[config.mk]
export PLATFORM = sky130hd
export DESIGN_NAME = injection_sched
export DESIGN_NICKNAME = d
export VERILOG_FILES = /design/src/rtl/injection_sched.sv
export SDC_FILE = /design/constraint.sdc
export NUM_CORES = 1
export LEC_CHECK = 0
export CAP_MARGIN = 10
export CORE_UTILIZATION = 47
export CTS_CLUSTER_SIZE = 40
export DETAILED_ROUTE_END_ITERATION = 16
export PLACE_DENSITY_LB_ADDON = 0.1
export SYNTH_ARGS = -nofsm -noshare
export SYNTH_HDL_FRONTEND = slang
export SYNTH_SLANG_ARGS = --single-unit
[constraint.sdc]
create_clock -name clk -period 1.7 [get_ports clk]
set_clock_uncertainty 0.15 [all_clocks]
set_input_delay 0.34 -clock clk [delete_from_list [all_inputs] [get_ports clk]]
set_output_delay 0.34 -clock clk [all_outputs]
set_load 0.01 [all_outputs]
[src/rtl/injection_sched.sv]
// injection_sched: turns operator X/Y button requests into one transmitter
// start per console poll. Each start is aligned to the C-stick X byte slot
// reported by the RX monitor. The block also owns the line-mux select for the
// duration of a transfer, a done-timeout abort, and a completed-injection counter.
module injection_sched #(
    parameter int SYNC_STAGES    = 2,
    parameter int HOLD_FRAMES    = 4,
    parameter int TIMEOUT_CYCLES = 1200
) (
    input  logic       clk,
    input  logic       rst_n,
    input  logic       enable,
    input  logic       x_btn,
    input  logic       y_btn,
    input  logic       cstick_slot,
    input  logic       inj_tx_done,
    input  logic       err_clr,
    output logic       inj_tx_start,
    output logic       x,
    output logic       y,
    output logic       inj_active,
    output logic       timeout_err,
    output logic [7:0] inj_count
);

    localparam int HOLD_W  = (HOLD_FRAMES < 1) ? 1 : $clog2(HOLD_FRAMES + 1);
    localparam int TIMER_W = (TIMEOUT_CYCLES < 2) ? 1 : $clog2(TIMEOUT_CYCLES);

    localparam logic [HOLD_W-1:0]  HOLD_LOAD  = HOLD_W'(HOLD_FRAMES);
    localparam logic [TIMER_W-1:0] TIMER_LAST = TIMER_W'(TIMEOUT_CYCLES - 1);

    typedef enum logic [1:0] {
        IDLE  = 2'd0,
        ARMED = 2'd1,
        BUSY  = 2'd2
    } state_t;

    state_t              state;
    state_t              state_next;
    logic [SYNC_STAGES-1:0] x_sync;
    logic [SYNC_STAGES-1:0] y_sync;
    logic                x_s;
    logic                y_s;
    logic                pressed;
    logic [HOLD_W-1:0]   hold_cnt;
    logic [HOLD_W-1:0]   hold_next;
    logic [TIMER_W-1:0]  timer;
    logic                req;
    logic                req_after;
    logic                start_now;
    logic                done_now;
    logic                timeout_now;

    assign x_s     = x_sync[SYNC_STAGES-1];
    assign y_s     = y_sync[SYNC_STAGES-1];
    assign pressed = x_s | y_s;

    // A request exists while a button is held or hold frames remain.
    assign req       = enable & (pressed | (hold_cnt != '0));
    // After a completed transfer the decision uses the already-updated hold count.
    assign req_after = enable & (pressed | (hold_next != '0));

    // Only a transfer in flight can complete or time out; done wins a tie.
    assign done_now    = (state == BUSY) & inj_tx_done;
    assign timeout_now = (state == BUSY) & ~inj_tx_done & (timer == TIMER_LAST);

    // Bring the asynchronous button pins into the clk domain.
    // NOTE: every clocked register uses <= so all flops sample pre-edge values;
    // a blocking = here would collapse the synchronizer chain into one stage.
    always_ff @(posedge clk) begin
        if (!rst_n) begin
            x_sync <= '0;
            y_sync <= '0;
        end else begin
            x_sync <= {x_sync[SYNC_STAGES-2:0], x_btn};
            y_sync <= {y_sync[SYNC_STAGES-2:0], y_btn};
        end
    end

    // Next-state, hold-count update and start decision.
    // NOTE: each signal gets its default first so no path leaves it unassigned,
    // which would otherwise infer a latch.
    always_comb begin
        state_next = state;
        hold_next  = hold_cnt;
        start_now  = 1'b0;

        if (pressed) begin
            hold_next = HOLD_LOAD;
        end else if (done_now && (hold_cnt != '0)) begin
            hold_next = hold_cnt - HOLD_W'(1);
        end
        if (timeout_now) begin
            hold_next = '0;
        end

        unique case (state)
            IDLE: begin
                if (req) begin
                    state_next = ARMED;
                end
            end
            ARMED: begin
                if (!req) begin
                    state_next = IDLE;
                end else if (cstick_slot) begin
                    state_next = BUSY;
                    start_now  = 1'b1;
                end
            end
            BUSY: begin
                if (done_now) begin
                    state_next = req_after ? ARMED : IDLE;
                end else if (timeout_now) begin
                    state_next = IDLE;
                end
            end
            default: begin
                state_next = IDLE;
            end
        endcase
    end

    // State register and hold counter.
    always_ff @(posedge clk) begin
        if (!rst_n) begin
            state    <= IDLE;
            hold_cnt <= '0;
        end else begin
            state    <= state_next;
            hold_cnt <= hold_next;
        end
    end

    // Transfer timer: cleared at a start, counts every cycle spent in BUSY.
    always_ff @(posedge clk) begin
        if (!rst_n) begin
            timer <= '0;
        end else if (start_now) begin
            timer <= '0;
        end else if (state == BUSY) begin
            timer <= timer + TIMER_W'(1);
        end
    end

    // Registered transmitter controls; x/y change only at a start.
    always_ff @(posedge clk) begin
        if (!rst_n) begin
            inj_tx_start <= 1'b0;
            inj_active   <= 1'b0;
            x            <= 1'b0;
            y            <= 1'b0;
        end else begin
            inj_tx_start <= start_now;
            inj_active   <= (state_next == BUSY);
            if (start_now) begin
                if (x_s) begin
                    x <= 1'b1;
                    y <= 1'b0;
                end else if (y_s) begin
                    x <= 1'b0;
                    y <= 1'b1;
                end
            end
        end
    end

    // Sticky timeout flag (set beats clear) and completed-injection counter.
    always_ff @(posedge clk) begin
        if (!rst_n) begin
            timeout_err <= 1'b0;
            inj_count   <= 8'd0;
        end else begin
            if (timeout_now) begin
                timeout_err <= 1'b1;
            end else if (err_clr) begin
                timeout_err <= 1'b0;
            end
            if (done_now) begin
                inj_count <= inj_count + 8'd1;
            end
        end
    end

endmodule
* Yosys cells after proc, flatten, opt, wreduce, memory -nomap -nowiden
Index checks and enable logic that the tools add are counted.
** Operators by class
- Add/sub/neg operators :: 3
- Eq/ne operators :: 4
- Mux-type cells :: 19
- Bitwise logic cells :: 10
- Reductions and logical operators :: 8
** Operators by type and width (number)
- 11-bit by 1-bit adder with 11-bit output, second input constant :: 1
- 11-bit equality test, second input constant :: 1
- 1-bit two-way mux :: 10
- 2-bit two-way mux :: 5
- 3-bit two-way mux :: 3
- 8-bit by 1-bit adder with 8-bit output, second input constant :: 1
- 2-bit case mux with 3 select lines :: 1
- 3-bit nonzero test :: 2
- 1-bit AND :: 5
- 2-bit equality test, second input constant :: 2
- 2-bit nonzero test :: 2
- 1-bit OR :: 3
- 3-bit by 1-bit subtractor with 3-bit output, second input constant :: 1
- 2-bit by 1-bit equality test with 1-bit output, second input constant :: 1
- 2-bit logical NOT :: 1
- 1-bit inverter :: 2
- 2-bit AND reduction :: 1
- 2-bit OR reduction :: 1
- 1-bit logical AND :: 1
** Word-level totals
- Bits in registers :: 33
- Output and inout bits :: 13

* Logic depth before layout (Yosys ltp)
- Depth in word-level cells :: 13
- Gate-level depth with buffers :: 7
- Depth with buffers taken out :: 6

* Least setup slack after synthesis
OpenSTA, ideal clock, no wires.
- Path kind :: flip-flop to flip-flop
- From :: reg hold_cnt[0]
- To :: reg x
- Library setup time :: 0.116 ns
- Arrival :: 1.481 ns
- Data required time :: 1.434 ns
- Setup slack :: -0.047 ns
- Stages on the path, launching flop included :: 6
- Path buffers :: 0
- Period minus slack after synthesis :: 1.747 ns
- Cells stage by stage :: dfxtp_1 inv_1 ha_1 or4b_4 and3b_4 a31o_2
** Between the ends
- Cells in the longest elaborated chain, start to end :: 6
** RTL lines
- start: declaration :: line 45 : logic [HOLD_W-1:0] hold_cnt;
- start signal: assignment :: line 131 : hold_cnt <= hold_next;
- 3-bit nonzero test :: line 59 : assign req = enable & (pressed | (hold_cnt != '0));
- 1-bit OR :: line 59
- 1-bit AND :: line 59
- 1-bit two-way mux :: line 104 : if (!req) begin
- 1-bit two-way mux :: line 97 : unique case (state)
- 2-bit AND reduction (no source line)
- end signal: assignment :: line 151 : x <= 1'b0;
- end signal: assignment :: line 158 : x <= 1'b1;
- end signal: assignment :: line 161 : x <= 1'b0;
- end: declaration :: line 19 : output logic x,
Every way passes these cells.
A chain may end at the register's enable or synchronous reset.

* Worst setup path in the final report
Same ends and word-level chain as after synthesis.

==> parameters.txt <==
Parameter                              Value

Run status
  Result of the run    finished with violations
  Violations in the final reports    DRC

Floorplanning
  Y dimension of the die    ~58 um
  CORE AREA    2853 um2
  Die ar.    3331 um2
  Placement Rows    19
  Width of the die    around 58 um
  Effective utilization at floorplan    between 50% and 60%
  I/O Pins    21

CTS
  Clock tree from TritonCTS    yes
  H-tree depth    2
  Clk Tree Root Cell    sky130_fd_sc_hd__clkbuf_4
  CTS clock-pin slew for the worst setup and hold paths    around 0.09 ns
  Clk sink count    33
  Max clock buf depth    2
  Clock buffers created by TritonCTS    5
  Clock network latency to the later pin of the worst-skew pair    between 0.3 and 0.4 ns

Setup path
  Critical path's slowest cell    sky130_fd_sc_hd__or4b_4
  Largest stage delay, worst path    0.47 ns
  Startpoint of the worst setup timing path    hold_cnt[0]$_SDFF_PN0_
  RR Endpoint    x$_SDFFE_PN0P_
  Worst reg2reg path depth    5
  Category of the worst setup path capture point    register
  Worst path cell trace    inv_4 > ha_4 > or4b_4 > and3b_4 > a31o_4
  R2r setup slk    roughly 0.022 ns
  Worst Setup Path Type    register to register
  Data arrival time of the critical path    about 1.8 ns
  Worst Path Max Fanout    4
  Source of the worst register-to-register timing path    hold_cnt[0]$_SDFF_PN0_
  Required time at the worst-slack endpoint    1.78 ns
  Crit path to    x$_SDFFE_PN0P_
  Startpoint types    register

STA
  Min setup slack post-route    around 0.022 ns
  Final count of hold timing violations    0
  Measured slew at the worst slew-check pin    roughly 0.40 ns
  Max frequency    just under 600 MHz
  Unrepaired setup endpoints after global routing    true
  Period utilization    98.72%
  Max transition margin    73.27%
  Final setup violation count    0
  Slew Limit Fails    0
  Time the final worst path needs with I/O delays and setup    roughly 1.7 ns

Power
  Switching part of the total    between 20% and 30%
  Cell area power density    between 600 and 700 nW/um2
  Switching Power    0.2829 mW
  Seq pwr share    between 60% and 70%
  Clock network fraction of total power    around 33%
  Combinational Power Share    a little under 7%
  Total power of the final layout    between 1 and 1.5 mW
  Internal power consumption    around 1.0 mW
  Leakage    ~0.8 nW
  Maximum ir drop on the vdd rail    0.5345 mV

Yosys
  Dominant register cell in the synthesized netlist    sky130_fd_sc_hd__dfxtp_1
  Cell count after synthesis    160
  EDFF count, synth    0
  Yosys reg bits    33
  Average size of a mapped cell    slightly above 9 um2
  Share of Yosys cell area claimed by the top area cell type    between 40 and 50%
  Cell types with the largest area share after synthesis    sky130_fd_sc_hd__dfxtp_1, sky130_fd_sc_hd__xnor2_1, sky130_fd_sc_hd__nor2_1, sky130_fd_sc_hd__xor2_1, sky130_fd_sc_hd__ha_1
  Synth area leader    sky130_fd_sc_hd__dfxtp_1
  Count of synthesis-stage warnings from yosys    0
  Sequential share of the synthesized area    approximately 45%
  Post-Synthesis Net Count    ~170
  Yosys cell types    38
  Post-Synthesis Cell Area    around 1500 um2
  Proportion of synthesized flip-flops having asynchronous set or reset    0%

Routing
  Via count    around 1.2k
  Iteration-0 DRC Markers    40
  Vias per std cell    around 5.4
  Residual DRC    2
  Final ANT Viol Nets    0
  Pre-antenna DRT Iters    10
  Wire length per cell after detailed routing    about 13 um
  Final WL    2975 um

Placement
  Number of buffers added on ports    20
  Dpl hpwl    about 2200 um
  Global placer's final weighted congestion    0.8716
  Pre-CTS worst setup slack    -0.2528 ns
  Cell area after placement    between 1500 and 2000 um2

Final layout
  Fraction of layout cells with a size suffix above 1    22.73%
  Count of filler cells inserted in the layout    approximately 250
  Diode insertion count for antenna repair    0
  Final Instance Area    around 1900 um2
  Post-layout net count    210
  Synth-to-Final Area Change    31.56%
  Storage element area    ~670 um2
  Multi-input combinational cell area    ~800 um2

Global route
  First-pass GRT wire length    5147 um
  Initial antenna violation count    0
  Overall fraction of global-route tracks in use    about a fifth
  Via count of the first global-routing pass    about 1.2k
  Maximum number of pins on one net before global-route repair    13
  Total grt overflow    0

Min path
  Hold path start    x_sync[0]$_SDFF_PN0_
  Worst hold path class    register to register

Run
  Number of max-cap violations    0
## placed cells by master, fill, tap and decap left out, types with 2 or more instances in the layout
cell type                         Yosys  routed
sky130_fd_sc_hd__nor2b_1              3       3
sky130_fd_sc_hd__a21oi_1              8       6
sky130_fd_sc_hd__nand3_1              8       8
sky130_fd_sc_hd__nand3b_1             2       2
sky130_fd_sc_hd__nor2_1              21      20
sky130_fd_sc_hd__xor2_1               6       6
sky130_fd_sc_hd__dfxtp_1             33      26
sky130_fd_sc_hd__xnor2_1             10      10
sky130_fd_sc_hd__inv_1                5       3
sky130_fd_sc_hd__buf_4                0      15
sky130_fd_sc_hd__nor3_1               6       6
sky130_fd_sc_hd__and2_1               5       5
sky130_fd_sc_hd__ha_1                 4       3
sky130_fd_sc_hd__nand2_1              8       7
sky130_fd_sc_hd__dlygate4sd2_1        0      11
sky130_fd_sc_hd__a21oi_2              0       2
sky130_fd_sc_hd__nand4_1              7       7
sky130_fd_sc_hd__dfxtp_2              0       7
sky130_fd_sc_hd__or3_1                2       2
sky130_fd_sc_hd__clkbuf_4             0       5
sky130_fd_sc_hd__nand2b_1             2       2
sky130_fd_sc_hd__nand4b_1             2       2
sky130_fd_sc_hd__o21ai_0              3       3
sky130_fd_sc_hd__a21o_1               2       2
sky130_fd_sc_hd__clkdlybuf4s50_1      0       8
sky130_fd_sc_hd__nor4b_1              3       2
## sequential cells by signal, indices dropped and copies added, names as in the netlist, 2 cells and up
register and count:
timer 11, inj_count 8, hold_cnt 3, state 2, x_sync 2, y_sync 2
## logic make-up after synthesis
logic type	count (synthesis)	synth area share, %
AND/OR/NAND/NOR	77	29.33
buffers and inverters	10	3.259
adder cells (fa/ha/maj)	4	3.431
multiplexers	2	1.458
AO/OA/AOI/OAI	18	7.633
XOR/XNOR	16	9.605
flip-flops	33	45.28
## timing repair
item	CTS	global route
setup endpoints to repair	25	15
buffers inserted	0	0
gates resized for setup	22	9
pin swaps	3	2
endpoints found under the hold margin	0	0
hold buffers	0	0
## worst min path at each step
stage	slack, ns	cells after the start	end
after CTS	0.30	1	x_sync[1]$_SDFF_PN0_
after detailed placement	0.27	1	x_sync[1]$_SDFF_PN0_
final	0.29	1	x_sync[1]$_SDFF_PN0_
after floorplan	0.26	1	x_sync[1]$_SDFF_PN0_
after global placement	0.27	1	x_sync[1]$_SDFF_PN0_
after global routing	0.32	1	x_sync[1]$_SDFF_PN0_
## layout make-up
type                            instances  share of cell area (%)
Sequential cell                        33                   34.88
Timing Repair Buffer                   36                   16.75
Tap cell                               31                   2.021
Inverter                                5                   1.108
Clock buffer                            7                   2.868
Multi-Input combinational cell        117                   42.37
## synthesized netlist by cell type (2+ instances only)
cell,n
sky130_fd_sc_hd__dfxtp_1,33
sky130_fd_sc_hd__nor2_1,21
sky130_fd_sc_hd__xnor2_1,10
sky130_fd_sc_hd__a21oi_1,8
sky130_fd_sc_hd__nand2_1,8
sky130_fd_sc_hd__nand3_1,8
sky130_fd_sc_hd__nand4_1,7
sky130_fd_sc_hd__nor3_1,6
sky130_fd_sc_hd__xor2_1,6
sky130_fd_sc_hd__and2_1,5
sky130_fd_sc_hd__inv_1,5
sky130_fd_sc_hd__ha_1,4
sky130_fd_sc_hd__nor2b_1,3
sky130_fd_sc_hd__nor4b_1,3
sky130_fd_sc_hd__o21ai_0,3
sky130_fd_sc_hd__a21o_1,2
sky130_fd_sc_hd__buf_2,2
sky130_fd_sc_hd__clkbuf_1,2
sky130_fd_sc_hd__nand2b_1,2
sky130_fd_sc_hd__nand3b_1,2
sky130_fd_sc_hd__nand4b_1,2
sky130_fd_sc_hd__or3_1,2
## worst max-delay path, delay by kind of cell (launching register included)
| family | cells | cell delay [ns] |
|---|---|---|
| and+or+nand+nor | 2 | 0.69 |
| DFF | 1 | 0.34 |
| AOI/OAI and AO/OA | 1 | 0.21 |
| adders and majority gates | 1 | 0.13 |
| buffers and inverters | 1 | 0.07 |
## routing by layer
layer  track usage, %  up-vias  routed length [um]
met4            8.163        0                  48
met1            24.79      576                1390
met3            6.696        6                 146
met2            34.88       29                1389
met5                0        -                   0
li1                 -      633                   -
## per-stage QoR
| step | util (%) | hold slack [ns] | TNS (ns) | cells |
|---|---|---|---|---|
| after floorplan | - | 0.2619 | 0 | 160 |
| after global placement | 63.60 | 0.2677 | -1.631 | 222 |
| after detailed placement | 63.60 | 0.2736 | -1.945 | 222 |
| after CTS | 65.88 | 0.2965 | 0 | 229 |
| after global routing | 67.28 | 0.3232 | -0.2202 | 229 |
| final | 67.28 | 0.2925 | 0 | 229 |
## power by group through the flow
| stage | clock, mW | combinational (mW) | sequential, mW |
|---|---|---|---|
| after global placement | 0 | 0.0833 | 0.805 |
| after global routing | 0.477 | 0.0988 | 0.789 |
| after CTS | 0.454 | 0.0863 | 0.787 |
| final | 0.431 | 0.0905 | 0.788 |
| after detailed placement | 0 | 0.0850 | 0.805 |
| after floorplan | 0 | 0.0427 | 0.804 |
Power figures use the tool's default switching activity.
